==> src/rtl/bf_para_pkg.sv <==
// Shared definitions for the BF-parameter read scheduler: FSM encoding and default geometry.
package bf_para_pkg;

  typedef enum logic [2:0] {
    ST_IDLE  = 3'b001,
    ST_READ  = 3'b010,
    ST_DRAIN = 3'b100
  } bf_state_t;

  localparam int BF_SLOT_NUM    = 4;
  localparam int BF_BURST_LEN   = 80;
  localparam int BF_SLOT_STRIDE = 128;
  localparam int BF_RD_LAT      = 3;

endpackage

==> src/rtl/bf_para_lat_pipe.sv <==
// Fixed-depth shift register that aligns read-issue flags with RAM output data.
module bf_para_lat_pipe #(
  parameter int DEPTH = 3,
  parameter int W     = 2
) (
  input  logic         i_clk,
  input  logic         i_rst,
  input  logic [W-1:0] i_dat,
  output logic [W-1:0] o_dat
);

  logic [W-1:0] r_sh [DEPTH];

  always_ff @(posedge i_clk or posedge i_rst) begin
    if (i_rst) begin
      for (int i = 0; i < DEPTH; i++) r_sh[i] <= '0;
    end else begin
      r_sh[0] <= i_dat;
      for (int i = 1; i < DEPTH; i++) r_sh[i] <= r_sh[i-1];
    end
  end

  assign o_dat = r_sh[DEPTH-1];

endmodule

==> src/rtl/bf_para_rd_sched.sv <==
// Read scheduler for the BF-parameter slot ring: tracks occupancy, issues gated read bursts.
// Optional BF_PARA_OVF_CNT_EN adds a saturating ovf_cnt counter of dropped frames.
module bf_para_rd_sched
  import bf_para_pkg::*;
#(
  parameter int SLOT_NUM    = BF_SLOT_NUM,
  parameter int BURST_LEN   = BF_BURST_LEN,
  parameter int SLOT_STRIDE = BF_SLOT_STRIDE,
  parameter int RADDR_W     = 17,
  parameter int RD_LAT      = BF_RD_LAT,
  parameter int INFO_W      = 24
) (
  input  logic                          clk,
  input  logic                          rst,
  input  logic                          wr_done,
  input  logic [INFO_W-1:0]             wr_info,
  output logic [$clog2(SLOT_NUM)-1:0]   wr_slot,
  output logic                          wr_allow,
  input  logic                          bit_rrdy,
  output logic [RADDR_W-1:0]            bit_raddr,
  output logic                          ram_rden,
  output logic                          bit_rvld,
  output logic [INFO_W-1:0]             bit_rinfo,
  output logic                          bit_rlast,
  output logic [$clog2(SLOT_NUM+1)-1:0] free_size,
  output logic                          ovf_err
`ifdef BF_PARA_OVF_CNT_EN
  ,
  output logic [15:0]                   ovf_cnt
`endif
);

  localparam int SW = $clog2(SLOT_NUM);
  localparam int FW = $clog2(SLOT_NUM + 1);
  localparam int CW = $clog2(BURST_LEN);
  localparam int DW = $clog2(RD_LAT + 1);

  if (SLOT_NUM * SLOT_STRIDE > (1 << RADDR_W)) begin : g_addr_range_chk
    $error("slot ring does not fit in RADDR_W address bits");
  end

  bf_state_t          r_state, w_state_nxt;
  logic [SW-1:0]      r_wr_ptr, r_rd_ptr;
  logic [FW-1:0]      r_free;
  logic [CW-1:0]      r_word_cnt, w_word_cnt_nxt;
  logic [DW-1:0]      r_drain_cnt, w_drain_cnt_nxt;
  logic [INFO_W-1:0]  r_info [SLOT_NUM];
  logic [INFO_W-1:0]  r_rinfo;
  logic               r_ovf_err;
  logic               w_wr_acc, w_release, w_ld_info, w_rden, w_last;
  logic [1:0]         w_pipe_out;

  assign wr_allow  = (r_free != '0);
  assign w_wr_acc  = wr_done && wr_allow;
  assign w_last    = w_rden && (r_word_cnt == CW'(BURST_LEN - 1));

  always_comb begin
    w_state_nxt     = r_state;
    w_word_cnt_nxt  = r_word_cnt;
    w_drain_cnt_nxt = r_drain_cnt;
    w_rden          = 1'b0;
    w_release       = 1'b0;
    w_ld_info       = 1'b0;
    unique case (r_state)
      ST_IDLE: begin
        w_word_cnt_nxt = '0;
        if (r_free != FW'(SLOT_NUM)) begin
          w_state_nxt = ST_READ;
          w_ld_info   = 1'b1;
        end
      end
      ST_READ: begin
        if (bit_rrdy) begin
          w_rden = 1'b1;
          if (r_word_cnt == CW'(BURST_LEN - 1)) begin
            w_state_nxt     = ST_DRAIN;
            w_word_cnt_nxt  = '0;
            w_drain_cnt_nxt = '0;
          end else begin
            w_word_cnt_nxt = r_word_cnt + CW'(1);
          end
        end
      end
      ST_DRAIN: begin
        // Release in the cycle the last word is on bit_rvld, never earlier.
        if (r_drain_cnt == DW'(RD_LAT - 1)) begin
          w_state_nxt     = ST_IDLE;
          w_release       = 1'b1;
          w_drain_cnt_nxt = '0;
        end else begin
          w_drain_cnt_nxt = r_drain_cnt + DW'(1);
        end
      end
      default: w_state_nxt = ST_IDLE;
    endcase
  end

  always_ff @(posedge clk or posedge rst) begin
    if (rst) begin
      r_state     <= ST_IDLE;
      r_wr_ptr    <= '0;
      r_rd_ptr    <= '0;
      r_free      <= FW'(SLOT_NUM);
      r_word_cnt  <= '0;
      r_drain_cnt <= '0;
      r_rinfo     <= '0;
      r_ovf_err   <= 1'b0;
      for (int i = 0; i < SLOT_NUM; i++) r_info[i] <= '0;
    end else begin
      r_state     <= w_state_nxt;
      r_word_cnt  <= w_word_cnt_nxt;
      r_drain_cnt <= w_drain_cnt_nxt;
      if (w_wr_acc) begin
        r_info[r_wr_ptr] <= wr_info;
        r_wr_ptr         <= r_wr_ptr + SW'(1);
      end
      if (w_release) r_rd_ptr <= r_rd_ptr + SW'(1);
      case ({w_wr_acc, w_release})
        2'b10:   r_free <= r_free - FW'(1);
        2'b01:   r_free <= r_free + FW'(1);
        default: r_free <= r_free;
      endcase
      if (w_ld_info) r_rinfo <= r_info[r_rd_ptr];
      if (wr_done && !wr_allow) r_ovf_err <= 1'b1;
    end
  end

`ifdef BF_PARA_OVF_CNT_EN
  logic [15:0] r_ovf_cnt;

  always_ff @(posedge clk or posedge rst) begin
    if (rst) begin
      r_ovf_cnt <= '0;
    end else if (wr_done && !wr_allow && (r_ovf_cnt != 16'hFFFF)) begin
      r_ovf_cnt <= r_ovf_cnt + 16'd1;
    end
  end

  assign ovf_cnt = r_ovf_cnt;
`endif

  bf_para_lat_pipe #(
    .DEPTH (RD_LAT),
    .W     (2)
  ) u_lat_pipe (
    .i_clk (clk),
    .i_rst (rst),
    .i_dat ({w_rden, w_last}),
    .o_dat (w_pipe_out)
  );

  // Stride is a power of two and word_cnt < stride, so the shift-add is exact.
  assign bit_raddr = (RADDR_W'(r_rd_ptr) << $clog2(SLOT_STRIDE)) + RADDR_W'(r_word_cnt);
  assign ram_rden  = w_rden;
  assign bit_rvld  = w_pipe_out[1];
  assign bit_rlast = w_pipe_out[0];
  assign bit_rinfo = r_rinfo;
  assign wr_slot   = r_wr_ptr;
  assign free_size = r_free;
  assign ovf_err   = r_ovf_err;

endmodule

==> config.mk <==
export PLATFORM = sky130hd
export DESIGN_NAME = bf_para_rd_sched
export DESIGN_NICKNAME = d
export VERILOG_FILES = /design/src/rtl/bf_para_pkg.sv /design/src/rtl/bf_para_lat_pipe.sv /design/src/rtl/bf_para_rd_sched.sv
export SDC_FILE = /design/constraint.sdc
export NUM_CORES = 1
export LEC_CHECK = 0
export BUFFER_PORTS_ARGS = -buffer_cell sky130_fd_sc_hd__buf_4
export CAP_MARGIN = 15
export CORE_MARGIN = 3
export CORE_UTILIZATION = 58
export CTS_CLUSTER_DIAMETER = 120
export DETAILED_ROUTE_END_ITERATION = 16
export GPL_TIMING_DRIVEN = 1
export MAX_ROUTING_LAYER = met4
export PLACE_DENSITY = 0.88
export SYNTH_ARGS = -nofsm -noshare
export SYNTH_HDL_FRONTEND = slang
export SYNTH_HIERARCHICAL = 1
export SYNTH_SLANG_ARGS = --single-unit
==> constraint.sdc <==
create_clock -name clk -period 4.7 [get_ports clk]
set_input_delay 0 -clock clk [delete_from_list [all_inputs] [get_ports clk]]
set_output_delay 0 -clock clk [all_outputs]
set_load 0.03 [all_outputs]
==> results_dict.tcl, run 1 <==
set metrics [dict create \
    synth_edf_count 0 \
    place_area_um2 6960 \
    final_cells 658 \
    cap_violations 0 \
    leakagePower_nw 3.58 \
    clk_path_buf_depth 2 \
    clk_latency_ns 0.52 \
    root_buffer "clkbuf_8" \
    switching_share_pct 31.2 \
    required_ns 5.15 \
    first_global_vias 4182 \
    postSynthCellCount 412 \
    rsz0062_at_grt "false" \
    status "finished clean" \
    gp_congestion 0.798 \
    grt_pass1_wl_mm 21.5 \
    fin_tns_setup_ns 0 \
    setup_violations 0 \
    drc_errors 0 \
    drive_gt1_share_pct 31.8 \
    grt_usage_pct 22.9 \
    post-place-cells 598 \
    vdd_drop_max_uv 331 \
    pwr-share-seq_pct 42.0 \
    hold_violations 0 \
    ys_seq_area_share_pct 56.7 \
    cts_setup_buffers 0 \
    powerDensity_nw_per_um2 648 \
    die_w_um 111 \
    num_rows 37 \
    path_max_fanout 8 \
    clkTransAtPathRegs_ns 0.06 \
    cts_tree "built" \
    wl_mm 12.7 \
    hold_class "in2async" \
    ys_ff_latch 146 \
    worstMarginPinSlew_ns 1.08 \
    finalCritPeriodShare_pct 53.0 \
    avgRoutedWirePerCell_um 19.3 \
    grt-ovfl-total 0 \
    netlist_area_um2 6440 \
    antenna_cells 0 \
    antenna_found_initial 0 \
    fp.dieH_um 111 \
    async_reset_ff_share_pct 100 \
    slew_violations 0 \
    core_um2 10600 \
    drt_iter0_markers 198 \
    ant_nets 0 \
    drt_first_pass_iters 4 \
    mostFrequentLayoutCells "dfrtp_1 (143), mux2_1 (96), buf_4 (72)" \
    endpoint_kind "register" \
    cts_sinks 146 \
    holdBufCountCts 28 \
    yosysWarnings 6 \
    start_kind "register" \
    io_buffers 70 \
    numCtsBuffers 17 \
    ys_types 44 \
    fin_nets 544 \
    reg2reg_depth 9 \
    pwr-share-clk_pct 27.1 \
    p_int_w 0.00350 \
    pin_count 79 \
    p_comb_share_pct 30.9 \
    slew_headroom_pct 28.0 \
    post_synth.cell_area_avg_um2 15.6 \
    start_util_pct 61.0 \
    die_area_um2 12400 \
    ctsHtreeMaxLevel 4 \
    criticalPathCategory "reg2reg" \
    fmax_ghz 0.401 \
    final_util_pct 74.4 \
    viasPerCell 5.72 \
    fin_worst_skew_ns 0.00632 \
    ys.flop_type "dfrtp_1" \
    switchingPower_w 0.00159 \
    min_period_ns 2.49 \
    final_common_cell "dfrtp_1" \
    final_area_um2 7850 \
    cp_data_arrival_time_ns 2.94 \
    vias 3767 \
    grt_start_max_net_pins 80 \
    ctsResizeCount 0 \
    area_growth_pct 21.9 \
    place_hpwl_mm 7.51 \
]
## path summary, 6_finish.rpt
path	endpoint	start	slack, ns
max	free_size[2]	free_size[0]	2.21
min	free_size[0]	rst	0.16
max reg2reg	free_size[2]	free_size[0]	2.21
min reg2reg	u_lat_pipe/r_sh[3]	u_lat_pipe/r_sh[5]	0.35
max in group asynchronous	r_info[87]	rst	3.30
min in group clk	r_info[13]	wr_info[13]	0.26
## power by group through the flow
stage          clock network (W)  registers [W]  logic, W
2_1_floorplan                  0        0.00220   0.00108
3_3_place_gp                   0        0.00208   0.00148
3_5_place_dp                   0        0.00214   0.00155
4_1_cts                  0.00140        0.00213   0.00159
5_1_grt                  0.00146        0.00220   0.00170
6_report                 0.00138        0.00214   0.00157
## routing by layer
metal / global-route usage (%) / routed length [um] / vias to the layer above
met1: 28.1 / 5390 / 1953
met3: 5.38 / 522 / 29
met4: 9.65 / 350 / 0
li1: - / - / 1677
met5: - / 0 / -
met2: 36.9 / 6440 / 108
## stage by stage
stage	total power, W	hold slack [ns]	worst slack [ns]
global placement	0.00357	-0.0559	2.31
global route	0.00537	0.212	2.09
detailed placement	0.00369	-0.0332	2.22
CTS	0.00512	0.187	2.19
finish	0.00509	0.165	2.21
floorplan	0.00328	-0.209	0.950
## Yosys cell counts, drive strengths merged, types with 2 or more instances
cell type	instances	area, um^2
a31oi	2	12.5
o21ai	12	60.1
mux4	24	541
dfstp	2	52.6
inv	10	37.5
nand4b	2	17.5
nor3b	2	25.0
clkbuf	2	7.51
or3b	3	26.3
xnor2	3	26.3
nor2	7	26.3
or3	2	17.5
ha	6	75.1
buf	27	224
dfrtp	144	3600
mux2	121	1360
xor2	3	26.3
o31ai	6	60.1
and3	2	12.5
nand2	10	67.6
nor2b	2	12.5
nand3	4	20.0
and2	2	12.5
a21oi	3	18.8
## layout make-up
type / instances / area [um^2]
multi-input combinational: 234 / 2550
clock buffer: 22 / 453
fill: 618 / 2700
clock inverter: 10 / 156
inverter: 10 / 42.5
tap: 136 / 170
sequential: 146 / 3660
timing repair buffer: 100 / 821
## cell families (layout without fill, tap and decap cells)
family                   count (synthesis)  count (layout)  synth area share [%]
XOR/XNOR                                 6               6                 0.816
flip-flops                             146             146                  56.7
buffers and inverters                   39             142                  4.18
multiplexers                           145             145                  29.5
adder cells (fa/ha/maj)                  7               7                  1.48
AO/OA/AOI/OAI                           30              30                  3.32
other                                    1               8                0.0582
AND/OR/NAND/NOR                         38              38                  3.86
## critical path: stages, from the launching register on
cell and delay, ns:
dfrtp_1 0.44, or3_1 0.43, and2_1 0.35, inv_1 0.12, ha_1 0.19, inv_1 0.07, fa_1 0.37, xor2_1 0.17
nor2_1 0.13, xor2_1 0.15
## flip-flops by register name (all words and copies together) (netlist names)
| name | count |
|---|---|
| bit_rinfo | 24 |
| wr_slot | 2 |
| free_size | 3 |
| ovf_err | 1 |
| r_word_cnt | 7 |
| r_info | 96 |
| u_lat_pipe/o_dat | 2 |
| r_rd_ptr | 2 |
| r_state | 3 |
| u_lat_pipe/r_sh | 4 |
| r_drain_cnt | 2 |
Note: power is estimated with default switching activity, not from simulation.
==> inputs of run 2 (changes only) <==
CORE_UTILIZATION = 52   (was 58)
PLACE_DENSITY = 0.83   (was 0.88)
clock period = 2 ns   (was 4.7 ns; I/O delays follow)
==> run 2 against run 1 <==
Effect of this change: the run now ends with negative setup slack left; sequential share of layout area down 2.3 points; register-to-register slack got worse by 2.2 ns; wire length rose by 2.3%; global-route usage is 1.8 points lower; worst setup slack lost 2.2 ns; utilization is 5.8 points lower.
==> results_dict.tcl, run 2 (synthesis gave the netlist of run 1 again) <==
set metrics [dict create \
    pwr-share-seq_pct 39.6 \
    drt_iter0_markers 164 \
    clk_path_buf_depth 2 \
    wl_mm 13.0 \
    numCtsBuffers 17 \
    failed_checks "negative setup slack" \
    drc_errors 0 \
    start_kind "register" \
    hold_slack_ns 0.0694 \
    first_global_vias 4295 \
    vdd_drop_max_uv 712 \
    root_buffer "clkbuf_16" \
    total_power_w 0.0125 \
    mostFrequentLayoutCells "dfrtp_1 (141), mux2_1 (96), buf_4 (86)" \
    gp_congestion 0.786 \
    start_util_pct 53.4 \
    slew_violations 0 \
    viasPerCell 5.40 \
    top_register "r_info" \
    required_ns 2.34 \
    pwr-share-clk_pct 27.4 \
    min_period_ns 2.01 \
    antenna_found_initial 0 \
    fmax_ghz 0.497 \
    pin_count 79 \
    ctsHtreeMaxLevel 4 \
    clkTransAtPathRegs_ns 0.06 \
    final_util_pct 68.5 \
    die_area_um2 13800 \
    num_rows 40 \
    rsz0062_at_grt "true" \
    die_w_um 117 \
    leakagePower_nw 3.77 \
    grt_pass1_wl_mm 22.1 \
    switchingPower_w 0.00378 \
    io_buffers 70 \
    cts_tree "built" \
    cp_data_arrival_time_ns 2.35 \
    pre_cts_ws_ns -0.0333 \
    p_int_w 0.00872 \
    place_hpwl_mm 8.18 \
    fin_tns_setup_ns -0.0135 \
    largest_reg_flops 96 \
    fin_worst_skew_ns 0.00441 \
    antenna_cells 0 \
    cts_sinks 146 \
    status "finished, violations left" \
    final_common_cell "dfrtp_1" \
    vias 3858 \
    hold_violations 0 \
    criticalPathCategory "reg2reg" \
    core_um2 12100 \
    drive_gt1_share_pct 37.0 \
    r2r_slack_ns -0.01 \
    endpoint_kind "register" \
    path_max_fanout 2 \
    powerDensity_nw_per_um2 1510 \
    ant_nets 0 \
    cap_violations 0 \
    fp.dieH_um 117 \
    p_comb_share_pct 33.0 \
    avgRoutedWirePerCell_um 18.2 \
    switching_share_pct 30.2 \
    clk_latency_ns 0.42 \
    drt_first_pass_iters 4 \
    grt_usage_pct 21.1 \
    fin_nets 568 \
    layout_setup_ws_ns -0.0135 \
    grt-ovfl-total 0 \
    setup_violations 1 \
    hold_class "in2async" \
    finalCritPeriodShare_pct 101 \
    area_growth_pct 28.3 \
    grt_start_max_net_pins 64 \
]
==> run 2: cell count changes in the layout (fill, tap and decap cells not counted), moves of 2 or more <==
cell,before,now
buf_12,0,10
inv_1,9,7
dfrtp_2,1,3
buf_4,72,86
dfrtp_1,143,141
==> run 2: per-stage QoR <==
stage / area, um^2 / cells
5_1_grt: 8270 / 714
3_3_place_gp: 7330 / 653
2_1_floorplan: 6500 / 419
4_1_cts: 8270 / 714
3_5_place_dp: 7330 / 653
6_report: 8270 / 714
==> run 2: area by class of cell <==
type | count | area [um^2]
fill | 760 | 3790
multi-input combinational | 234 | 2580
clock buffer | 21 | 460
sequential | 146 | 3660
inverter | 10 | 43.8
clock inverter | 11 | 183
tap | 168 | 210
timing repair buffer | 124 | 1130
==> run 2: what timing repair did <==
action,4_1_cts,5_1_grt
hold endpoints to repair,247,0
pin swaps,6,0
buffers inserted,2,0
cloned,0,0
gates resized for setup,4,0
hold buffers,27,0
setup endpoints to repair,2,1
==> run 2: critical path, cell delays in order, from the launching register on <==
cell and delay, ns:
dfrtp_2 0.40, or3_4 0.37, and2_4 0.18, inv_4 0.05
ha_4 0.13, inv_2 0.04, fa_2 0.33, xor2_1 0.15
nor2_1 0.11, xor2_1 0.17
==> run 2: worst paths after layout <==
check                                   start             endpoint  cells past startpoint
min in group clk           u_lat_pipe/r_sh[3]  u_lat_pipe/o_dat[1]                      0
max reg2reg                      free_size[0]         free_size[2]                      9
min reg2reg                u_lat_pipe/r_sh[3]  u_lat_pipe/o_dat[1]                      0
max in group asynchronous                 rst           r_info[61]                      4
max                              free_size[0]         free_size[2]                      9
min                                       rst   u_lat_pipe/r_sh[4]                      3
==> run 2: layer usage <==
layer  share of wire (%)  track usage, %
met1                  42            25.6
met2                  52            34.8
met3                 3.8            5.11
met4                 2.0            7.77
met5                   0               -
==> run 2: power groups by stage <==
stage	registers (W)	clock network [W]	logic [W]
2_1_floorplan	0.00518	0	0.00257
3_3_place_gp	0.00485	0	0.00390
3_5_place_dp	0.00498	0	0.00407
4_1_cts	0.00494	0.00347	0.00419
5_1_grt	0.00512	0.00362	0.00446
6_report	0.00495	0.00342	0.00413
